### src/rtl/mem_stage.sv
// ---------------------------------------------------------------------------
// mem_stage -- memory-access pipeline stage (EX -> MS -> WB)
//
// Holds one instruction from EX. A load or store whose data-SRAM request was
// already accepted in EX waits here for its data_ok response. Load data is
// then aligned and sign- or zero-extended, and the instruction is passed to
// write-back on ms_to_ws_bus. The stage also produces the forwarding and stall
// information that decode needs. Responses that belong to flushed requests
// are dropped by a small discard counter.
//
// Optional build macro: MEM_DATA_BYPASS_EN
//   defined   : a load completes in its data_ok cycle, and the result comes
//               straight from data_sram_rdata.
//   undefined : the response is first captured in rdata_buf. The load
//               completes one cycle after data_ok.
//
// Ports
//   clk, reset              clock, asynchronous active-high reset
//   ms_allowin          out MS can accept an instruction from EX this cycle
//   es_to_ms_valid/_bus in  EX instruction handshake and payload (131 bits)
//   es_req_inflight     in  EX holds an accepted request that has not yet
//                           been passed to MS
//   ws_allowin          in  WB can accept
//   ms_to_ws_valid/_bus out payload to WB (126 bits)
//   flush               in  exception/ertn flush from WB
//   data_sram_data_ok   in  response strobe (in order, one per request)
//   data_sram_rdata     in  response data
//   ms_fwd_*            out forwarding info for decode
//   ms_has_excp         out an exception or ertn sits in MS; EX must not
//                           issue new memory requests
// ---------------------------------------------------------------------------
module mem_stage #(
  parameter int DISCARD_CNT_W = 2
) (
  input  logic         clk,
  input  logic         reset,
  output logic         ms_allowin,
  input  logic         es_to_ms_valid,
  input  logic [130:0] es_to_ms_bus,
  input  logic         es_req_inflight,
  input  logic         ws_allowin,
  output logic         ms_to_ws_valid,
  output logic [125:0] ms_to_ws_bus,
  input  logic         flush,
  input  logic         data_sram_data_ok,
  input  logic [31:0]  data_sram_rdata,
  output logic         ms_fwd_valid,
  output logic [4:0]   ms_fwd_dest,
  output logic [31:0]  ms_fwd_data,
  output logic         ms_fwd_load_pending,
  output logic         ms_has_excp
);

  // Aligns and extends a raw response word to the load width.
  function automatic logic [31:0] ld_ext(input logic [2:0]  op,
                                         input logic [1:0]  lane,
                                         input logic [31:0] d);
    logic [7:0]  b;
    logic [15:0] h;
    case (lane)
      2'd0:    b = d[7:0];
      2'd1:    b = d[15:8];
      2'd2:    b = d[23:16];
      default: b = d[31:24];
    endcase
    h = lane[1] ? d[31:16] : d[15:0];
    case (op)
      3'b001:  ld_ext = {{24{b[7]}}, b};
      3'b010:  ld_ext = {{16{h[15]}}, h};
      3'b011:  ld_ext = {24'b0, b};
      3'b100:  ld_ext = {16'b0, h};
      default: ld_ext = d;
    endcase
  endfunction

  logic                     ms_valid_q, ms_valid_d;
  logic [130:0]             bus_q;
  logic                     got_data_q, got_data_d;
  logic [DISCARD_CNT_W-1:0] discard_cnt_q, discard_cnt_d;
  logic [31:0]              rdata_buf_q, rdata_buf_d;

  // Decoded fields of the held instruction
  logic [2:0]  ld_op;
  logic        is_load, mem_req, csr_we, ertn, excp, gr_we;
  logic [6:0]  excp_num;
  logic [13:0] csr_idx;
  logic [31:0] csr_result, alu_result, pc;
  logic [4:0]  dest;

  assign ld_op      = bus_q[130:128];
  assign is_load    = bus_q[127];
  assign mem_req    = bus_q[126];
  assign excp_num   = bus_q[125:119];
  assign csr_we     = bus_q[118];
  assign csr_idx    = bus_q[117:104];
  assign csr_result = bus_q[103:72];
  assign ertn       = bus_q[71];
  assign excp       = bus_q[70];
  assign gr_we      = bus_q[69];
  assign dest       = bus_q[68:64];
  assign alu_result = bus_q[63:32];
  assign pc         = bus_q[31:0];

  logic        need_data, cnt_zero, resp_discard, resp_accept;
  logic        data_avail, ms_ready_go;
  logic [31:0] load_raw, final_result;
  logic [DISCARD_CNT_W:0] cnt_sum;

  assign need_data = mem_req & ~excp;
  assign cnt_zero  = (discard_cnt_q == '0);

  // While the discard counter is non-zero, every response belongs to an
  // older, flushed request.
  assign resp_discard = data_sram_data_ok & ~cnt_zero;
  assign resp_accept  = data_sram_data_ok & cnt_zero & ms_valid_q
                        & need_data & ~got_data_q;

`ifdef MEM_DATA_BYPASS_EN
  assign data_avail = got_data_q | (data_sram_data_ok & cnt_zero);
  assign load_raw   = got_data_q ? rdata_buf_q : data_sram_rdata;
`else
  assign data_avail = got_data_q;
  assign load_raw   = rdata_buf_q;
`endif

  assign ms_ready_go    = ~need_data | data_avail;
  assign ms_allowin     = ~ms_valid_q | (ms_ready_go & ws_allowin);
  assign ms_to_ws_valid = ms_valid_q & ms_ready_go & ~flush;

  assign final_result = (is_load & ~excp) ? ld_ext(ld_op, alu_result[1:0], load_raw)
                                          : alu_result;

  assign ms_to_ws_bus = {excp_num, csr_we, csr_idx, csr_result, ertn, excp,
                         gr_we, dest, final_result, pc};

  assign ms_fwd_valid        = ms_valid_q & gr_we;
  assign ms_fwd_dest         = dest;
  assign ms_fwd_data         = final_result;
  assign ms_fwd_load_pending = ms_valid_q & is_load & need_data & ~data_avail;
  assign ms_has_excp         = ms_valid_q & (excp | ertn);

  always_comb begin
    ms_valid_d    = ms_valid_q;
    got_data_d    = got_data_q;
    rdata_buf_d   = rdata_buf_q;
    discard_cnt_d = discard_cnt_q;
    cnt_sum       = '0;

    if (flush)           ms_valid_d = 1'b0;
    else if (ms_allowin) ms_valid_d = es_to_ms_valid;

    if (flush | ms_allowin) got_data_d = 1'b0;
    else if (resp_accept)   got_data_d = 1'b1;

    if (resp_accept) rdata_buf_d = data_sram_rdata;

    // On flush, a still-outstanding response of the held instruction and the
    // one EX has in flight must both be dropped later. A response accepted in
    // the flush cycle is already home and is not counted.
    cnt_sum = {1'b0, discard_cnt_q}
            + {{DISCARD_CNT_W{1'b0}},
               flush & ms_valid_q & need_data & ~got_data_q & ~resp_accept}
            + {{DISCARD_CNT_W{1'b0}}, flush & es_req_inflight}
            - {{DISCARD_CNT_W{1'b0}}, resp_discard};
    discard_cnt_d = cnt_sum[DISCARD_CNT_W-1:0];
  end

  always_ff @(posedge clk or posedge reset) begin
    if (reset) begin
      ms_valid_q    <= 1'b0;
      got_data_q    <= 1'b0;
      discard_cnt_q <= '0;
      rdata_buf_q   <= '0;
    end else begin
      ms_valid_q    <= ms_valid_d;
      got_data_q    <= got_data_d;
      discard_cnt_q <= discard_cnt_d;
      rdata_buf_q   <= rdata_buf_d;
    end
  end

  // Payload register is not reset; ms_valid_q qualifies it.
  always_ff @(posedge clk) begin
    if (es_to_ms_valid & ms_allowin) bus_q <= es_to_ms_bus;
  end

endmodule

### config.mk
export PLATFORM = sky130hd
export DESIGN_NAME = mem_stage
export DESIGN_NICKNAME = d
export VERILOG_FILES = /design/src/rtl/mem_stage.sv
export SDC_FILE = /design/constraint.sdc
export NUM_CORES = 1
export LEC_CHECK = 0
export CAP_MARGIN = 20
export CELL_PAD_IN_SITES_DETAIL_PLACEMENT = 0
export CELL_PAD_IN_SITES_GLOBAL_PLACEMENT = 1
export CORE_UTILIZATION = 36
export CTS_BUF_LIST = sky130_fd_sc_hd__clkbuf_2 sky130_fd_sc_hd__clkbuf_4 sky130_fd_sc_hd__clkbuf_8
export DETAILED_ROUTE_END_ITERATION = 8
export HOLD_SLACK_MARGIN = 0.03
export PLACE_DENSITY = 0.95
export SYNTH_ARGS = -nofsm -noshare
export SYNTH_HDL_FRONTEND = slang
export SYNTH_SLANG_ARGS = --single-unit
### constraint.sdc
create_clock -name clk -period 6.8 [get_ports clk]
set_input_delay 0.68 -clock clk [delete_from_list [all_inputs] [get_ports clk]]
set_output_delay 0.68 -clock clk [all_outputs]
set_load 0.005 [all_outputs]
==> results of run 1 <==
-- worst paths after layout --
check	from	end	slack [ns]	depth (start not counted)
max	bus_q[32]	ms_to_ws_bus[54]	2.86	5
min	discard_cnt_q[1]	discard_cnt_q[1]	0.50	1
max reg2reg	bus_q[126]	bus_q[13]	3.80	4
min reg2reg	discard_cnt_q[1]	discard_cnt_q[1]	0.50	1
max in group asynchronous	reset	load_raw[2]	5.52	2
min in group asynchronous	reset	load_raw[25]	0.71	2
-- layer usage --
layer  GRT usage  wire, um  vias to the layer above
li1            -         -                     2261
met1       0.216      7620                     2460
met2       0.337     10600                      251
met3      0.0748      1960                       24
met4      0.0688       379                        4
met5           0        30                        -
-- power by group through the flow --
stage | sequential, W | clock [W] | combinational (W)
floorplan | 0.00137 | 0 | 0.000358
global placement | 0.00145 | 0 | 0.000572
detailed placement | 0.00146 | 0 | 0.000589
CTS | 0.00144 | 0.000731 | 0.000592
global route | 0.00145 | 0.000762 | 0.000636
finish | 0.00143 | 0.000705 | 0.000586
-- layout make-up --
cell class / count / share of cell area
well taps: 270 / 0.0318
clock inverters: 14 / 0.0143
inverters: 9 / 0.00318
multi-input cells: 201 / 0.150
repair buffers: 343 / 0.322
flip-flops and latches: 167 / 0.456
clock buffers: 18 / 0.0228
-- state kept, by name, indices dropped and copies added (netlist names) --
register / cells
discard_cnt_q: 2
data_avail: 1
ms_valid_q: 1
bus_q: 131
load_raw: 32
-- Yosys cell counts (all sizes together) (2+ instances only) --
library cell	count
buf	144
edfxtp	131
dfrtp	36
mux2	34
nand2	20
a221o	16
o21ai	14
nor2	11
clkbuf	10
mux2i	10
inv	9
and3	7
a21oi	6
a32oi	6
nor2b	6
nor3	5
o22a	5
a31oi	4
a41oi	4
nand4	4
o211ai	4
o22ai	4
a2111oi	3
and2	3
nand3b	3
o21a	3
a221oi	2
a22o	2
mux4	2
nand2b	2
nor3b	2
o2111ai	2
or3	2
xnor2	2
-- worst max-delay path: cells and delay by family (launching register included) --
| kind | cells | cell delay (ns) |
|---|---|---|
| buf+inv | 1 | 0.54 |
| flops | 1 | 0.84 |
| compound gates | 2 | 0.37 |
| mux | 1 | 0.38 |
| simple gates | 1 | 0.66 |
-- cells by family after synthesis --
family                     share of synthesized area
and+or+nand+nor                               0.0507
DFF                                            0.640
muxes                                         0.0699
AOI/OAI and AO/OA                             0.0823
buffers and inverters                          0.149
xor gates and xnor gates                     0.00348
adders and majority gates                    0.00431
-- per-stage QoR --
stage / utilization / std cells
floorplan: - / 531
global placement: 0.500 / 990
detailed placement: 0.500 / 990
CTS: 0.519 / 1022
global route: 0.519 / 1022
finish: 0.519 / 1022
==> metrics.md, run 1 <==
| Metric | Value |
|---|---|
| Fill cells | 1748 |
| Final setup skew | 0.0219 ns |
| Startpoint types | flip-flop |
| Worst Hold Class | reg -> reg |
| Register area | a little under 0.005 mm2 |
| CTS Buffer Depth | 2 |
| Comb pwr share | 0.216 |
| Outcome | completed |
| # DRC | 0 |
| Drt pass-1 iters | 5 |
| WS Path Type | reg -> out |
| Synth Instances | about 530 |
| Ant diodes | 0 |
| Final net count | between 900 and 1000 |
| First-pass GRT wire length | 30.9 mm |
| DIE WIDTH | about 150 um |
| Initial DRC count | approximately 350 |
| Commonest non-fill, non-tap cells in the layout | clkdlybuf4s50_1 (337), edfxtp_1 (131), dfrtp_1 (36), mux2_2 (34), nand2_1 (20) |
| Critical path arrival | 3.26 ns |
| Slowest CP cell | edfxtp_1 |
| Clk sinks | between 150 and 200 |
| Clock Power Share | 0.259 |
| CTS tree | done |
| Resize count post-CTS | 0 |
| Largest net degree at the start of global routing | 70 |
| Antenna violations before repair | 2 |
| Area of the multi-input gates | between 0.0015 and 0.002 mm2 |
| Final ANT Viol Nets | 0 |
| Post-route setup slack | about 2.9 ns |
| CP max stage delay | approximately 0.84 ns |
| Fin. Hold Viols | 0 |
| Vias per inst | around 4.9 |
| Setup TNS Final | 0 ns |
| Vias in the first global route | 5257 |
| Count of final max-slew check failures | 0 |
| Final Cell Area | between 0.01 and 0.015 mm2 |
| P_leak | just under 4 nW |
| Top cell type's share of synthesized area | 0.521 |
| Clk slew on worst S/H paths | 0.10 ns |
| CTS Hold Bufs | 0 |
| Rows | 52 |
| Core area | between 0.02 and 0.025 mm2 |
| Internal | ~0.0019 W |
| Crit path cell chain | mux4_2 -> a22oi_2 -> nor3_4 -> a221o_1 -> clkdlybuf4s50_1 |
| CP endpoint kind | output port |
| Post-DP Area | around 0.010 mm2 |
| DIE HEIGHT | between 100 and 150 um |
| Synth Area per Inst | 14.2 um2 |
| Crit path max fanout | 16 |
| FMAX | 254 MHz |
| Post-synth EDFFs | 131 |
| Synth Flop Type | edfxtp_1 |
| Flop pwr share | 0.525 |
| Yosys warns | 0 |
| Final setup violating endpoints | 0 |
| Max VDD drop | about 0.10 mV |
| H-tree depth | 4 |
| Area leader, netlist | edfxtp_1 |
| Root Driver | clkbuf_8 |
| Most common cell after layout, fill and taps aside | clkdlybuf4s50_1 |
| Sw Share | 0.295 |
| Pre-CTS setup slack | around 3.2 ns |
| Unrepaired setup endpoints after global routing | false |
| WL/cell | between 20 and 25 um |
| Vias | 5000 |
| Layout area overhead | 40.5% |
| Sequential fraction of the synthesis area | 0.640 |
| GR Util All Layers | 0.194 |
| Starting Density | 0.370 |
| Port bufs | about 340 |
| Power density over cell area | 256 mW/mm2 |
| Worst-skew pair later-pin latency | 0.47 ns |
| Min cycle time layout | 3.94 ns |
| Tcrit/Tclk final | 0.579 |
| Overall power | 0.00272 W |
| Total Wirelength | approximately 20 mm |
| Yosys reg bits | approximately 170 |
| Post-detail-place hpwl | 15.5 mm |
| Share of layout cells above drive strength 1 | 0.108 |
| Worst slew margin | 0.329 |
| Hold slack | 0.502 ns |
| CTS Buf Count | 17 |
| Die ar. | 0.0216 mm2 |
| Required time of the critical path | between 6 and 7 ns |
| Yosys cell types | 52 |
| Grt total ovfl | 0 |
| # IOs | approximately 340 |
| Slew @ Worst Pin | between 1 and 1.5 ns |
| Post-synth ARST share | 0.216 |
| GPL Wtd Cong | 0.818 |
| Maxcap violations | 0 |
| NetSw | 0.000801 W |
| Setup Fix Bufs, Post-CTS | 0 |
| Synth area leaders | edfxtp_1 (52%), buf_4 (13%), dfrtp_1 (12%) |
| Mapped Area | ~0.0076 mm2 |
| Net count after synthesis | ~700 |
Note: power is estimated with default switching activity, not from simulation.
==> run 2, diff against run 1 <==
--- a/config.mk
+++ b/config.mk
@@ -8,11 +8,11 @@
 export CAP_MARGIN = 20
 export CELL_PAD_IN_SITES_DETAIL_PLACEMENT = 0
 export CELL_PAD_IN_SITES_GLOBAL_PLACEMENT = 1
-export CORE_UTILIZATION = 36
+export CORE_UTILIZATION = 34
 export CTS_BUF_LIST = sky130_fd_sc_hd__clkbuf_2 sky130_fd_sc_hd__clkbuf_4 sky130_fd_sc_hd__clkbuf_8
 export DETAILED_ROUTE_END_ITERATION = 8
 export HOLD_SLACK_MARGIN = 0.03
-export PLACE_DENSITY = 0.95
+export PLACE_DENSITY = 0.91
 export SYNTH_ARGS = -nofsm -noshare
 export SYNTH_HDL_FRONTEND = slang
 export SYNTH_SLANG_ARGS = --single-unit
==> constraint.sdc (replaced) <==
create_clock -name clk -period 3.7 [get_ports clk]
set_input_delay 0.37 -clock clk [delete_from_list [all_inputs] [get_ports clk]]
set_output_delay 0.37 -clock clk [all_outputs]
set_load 0.005 [all_outputs]
==> run 2 against run 1 <==
Via count up 0.34%; core utilization down 2.9 points; combinational power up 86%; worst hold slack worse by 0.096 ns; non-clock buffer count up 6; register-to-register slack worse by 2.1 ns; critical path depth up 1; largest cell class unchanged; largest power group unchanged.
==> metrics.md, run 2 (synthesis gave the netlist of run 1 again) <==
| Metric | Value |
|---|---|
| GPL Wtd Cong | ~0.8 |
| Power density over cell area | ~470 mW/mm2 |
| Worst Hold Class | in -> async |
| Fin. Hold Viols | 0 |
| Required time of the critical path | around 3.3 ns |
| Critical path arrival | about 3.1 ns |
| # IOs | approximately 340 |
| Crit path max fanout | 16 |
| NetSw | between 0.0015 and 0.002 W |
| Final setup violating endpoints | 0 |
| Count of final max-slew check failures | 0 |
| Starting Density | 0.346 |
| Unrepaired setup endpoints after global routing | false |
| Clock Power Share | 0.264 |
| Share of layout cells above drive strength 1 | 0.115 |
| Internal | roughly 0.0035 W |
| Register area | slightly below 0.005 mm2 |
| H-tree depth | 4 |
| Port bufs | between 300 and 400 |
| Vias per inst | around 4.8 |
| DIE WIDTH | 151 um |
| Fill cells | around 1900 |
| CTS tree | done |
| Max VDD drop | approximately 0.24 mV |
| Worst-skew pair later-pin latency | about 0.46 ns |
| Setup Fix Bufs, Post-CTS | 0 |
| Total Wirelength | approximately 21 mm |
| Drt pass-1 iters | 5 |
| CTS Hold Bufs | 0 |
| Vias | around 5000 |
| Area of the multi-input gates | between 0.0015 and 0.002 mm2 |
| DIE HEIGHT | between 150 and 200 um |
| Most common cell after layout, fill and taps aside | clkdlybuf4s50_1 |
| Max FFs per register | between 100 and 150 |
| Vias in the first global route | ~5100 |
| Commonest non-fill, non-tap cells in the layout | clkdlybuf4s50_1 (337), edfxtp_1 (131), dfrtp_1 (36), mux2_2 (34), nand2_1 (20) |
| CP endpoint kind | output port |
| Startpoint types | flip-flop |
| Biggest register | bus_q |
| FF-to-FF path depth | 4 |
| First-pass GRT wire length | just over 30 mm |
| Final ANT Viol Nets | 0 |
| Final net count | a little over 900 |
| Largest net degree at the start of global routing | approximately 70 |
| P_leak | ~3.9 nW |
| Layout area overhead | 41.8% |
| # DRC | 0 |
| Grt total ovfl | 0 |
| Setup TNS Final | 0 ns |
| Core area | about 0.022 mm2 |
| Initial DRC count | 230 |
| Pre-CTS setup slack | approximately 0.65 ns |
| Resize count post-CTS | 0 |
| GR Util All Layers | 0.186 |
| Die ar. | roughly 0.023 mm2 |
| WS Path Type | reg -> out |
| Post-route setup slack | 0.203 ns |
| CTS Buffer Depth | 2 |
| Final setup skew | ~0.019 ns |
| FMAX | about 290 MHz |
| Worst reg-to-reg setup slack | about 1.7 ns |
| Worst slew margin | 0.440 |
| Maxcap violations | 0 |
| Comb pwr share | 0.217 |
| Post-detail-place hpwl | approximately 16 mm |
| Sw Share | 0.300 |
| Slew @ Worst Pin | 0.839 ns |
| Rows | 54 |
| Min cycle time layout | between 3 and 4 ns |
| Tcrit/Tclk final | 0.945 |
| Root Driver | clkbuf_8 |
| Antenna violations before repair | 3 |
| Flop pwr share | 0.519 |
| Clk slew on worst S/H paths | 0.11 ns |
| Outcome | completed |
| Clk sinks | 167 |
| WL/cell | around 20 um |
| Overall power | roughly 0.0051 W |
| CTS Buf Count | 17 |
run 2: changes by cell type in the layout (fill, tap and decap cells not counted), sizes merged:
cell | before | now
buf | 6 | 12
clkbuf | 18 | 17
clkinv | 7 | 6
diode | 0 | 1
inv | 16 | 18
run 2: critical path, stage by stage (launching register included):
cell,delay (ns)
edfxtp_1,0.67
nor2b_1,0.41
a22oi_2,0.16
nor3_4,0.40
buf_4,0.27
a221o_1,0.17
clkdlybuf4s50_1,0.58
run 2: layout make-up:
type	count	share of cell area
antenna	1	0.000234
clock buffer	17	0.0218
clock inverter	15	0.0160
inverter	9	0.00315
multi-input combinational	201	0.149
sequential	167	0.451
tap	280	0.0327
timing repair buffer	349	0.326
run 2: power groups by stage:
| stage | sequential [W] | combinational (W) | clock [W] |
|---|---|---|---|
| floorplan | 0.00251 | 0.000658 | 0 |
| global placement | 0.00266 | 0.00107 | 0 |
| detailed placement | 0.00267 | 0.00110 | 0 |
| CTS | 0.00263 | 0.00111 | 0.00137 |
| global route | 0.00266 | 0.00120 | 0.00144 |
| finish | 0.00262 | 0.00109 | 0.00134 |
run 2: final timing paths:
path,endpoint,startpoint
min,load_raw[10],reset
max reg2reg,bus_q[36],bus_q[70]
min reg2reg,discard_cnt_q[1],discard_cnt_q[1]
max,ms_fwd_data[25],bus_q[129]
min in group clk,bus_q[19],es_to_ms_bus[19]
max in group asynchronous,load_raw[2],reset
run 2: stage by stage:
| step | cells | hold WS (ns) | area [um2] | utilization |
|---|---|---|---|---|
| after floorplan | 531 | 0.433 | 7560 | - |
| after global placement | 1005 | 0.462 | 10300 | 0.472 |
| after detailed placement | 1005 | 0.488 | 10300 | 0.472 |
| after CTS | 1037 | 0.412 | 10700 | 0.490 |
| after global routing | 1038 | 0.416 | 10700 | 0.491 |
| final | 1039 | 0.406 | 10700 | 0.491 |
run 2: per-layer routing:
layer	wire length (um)	track usage
met1	7820	0.211
met2	10700	0.321
met3	2140	0.0741
met4	378	0.0580
met5	13	0
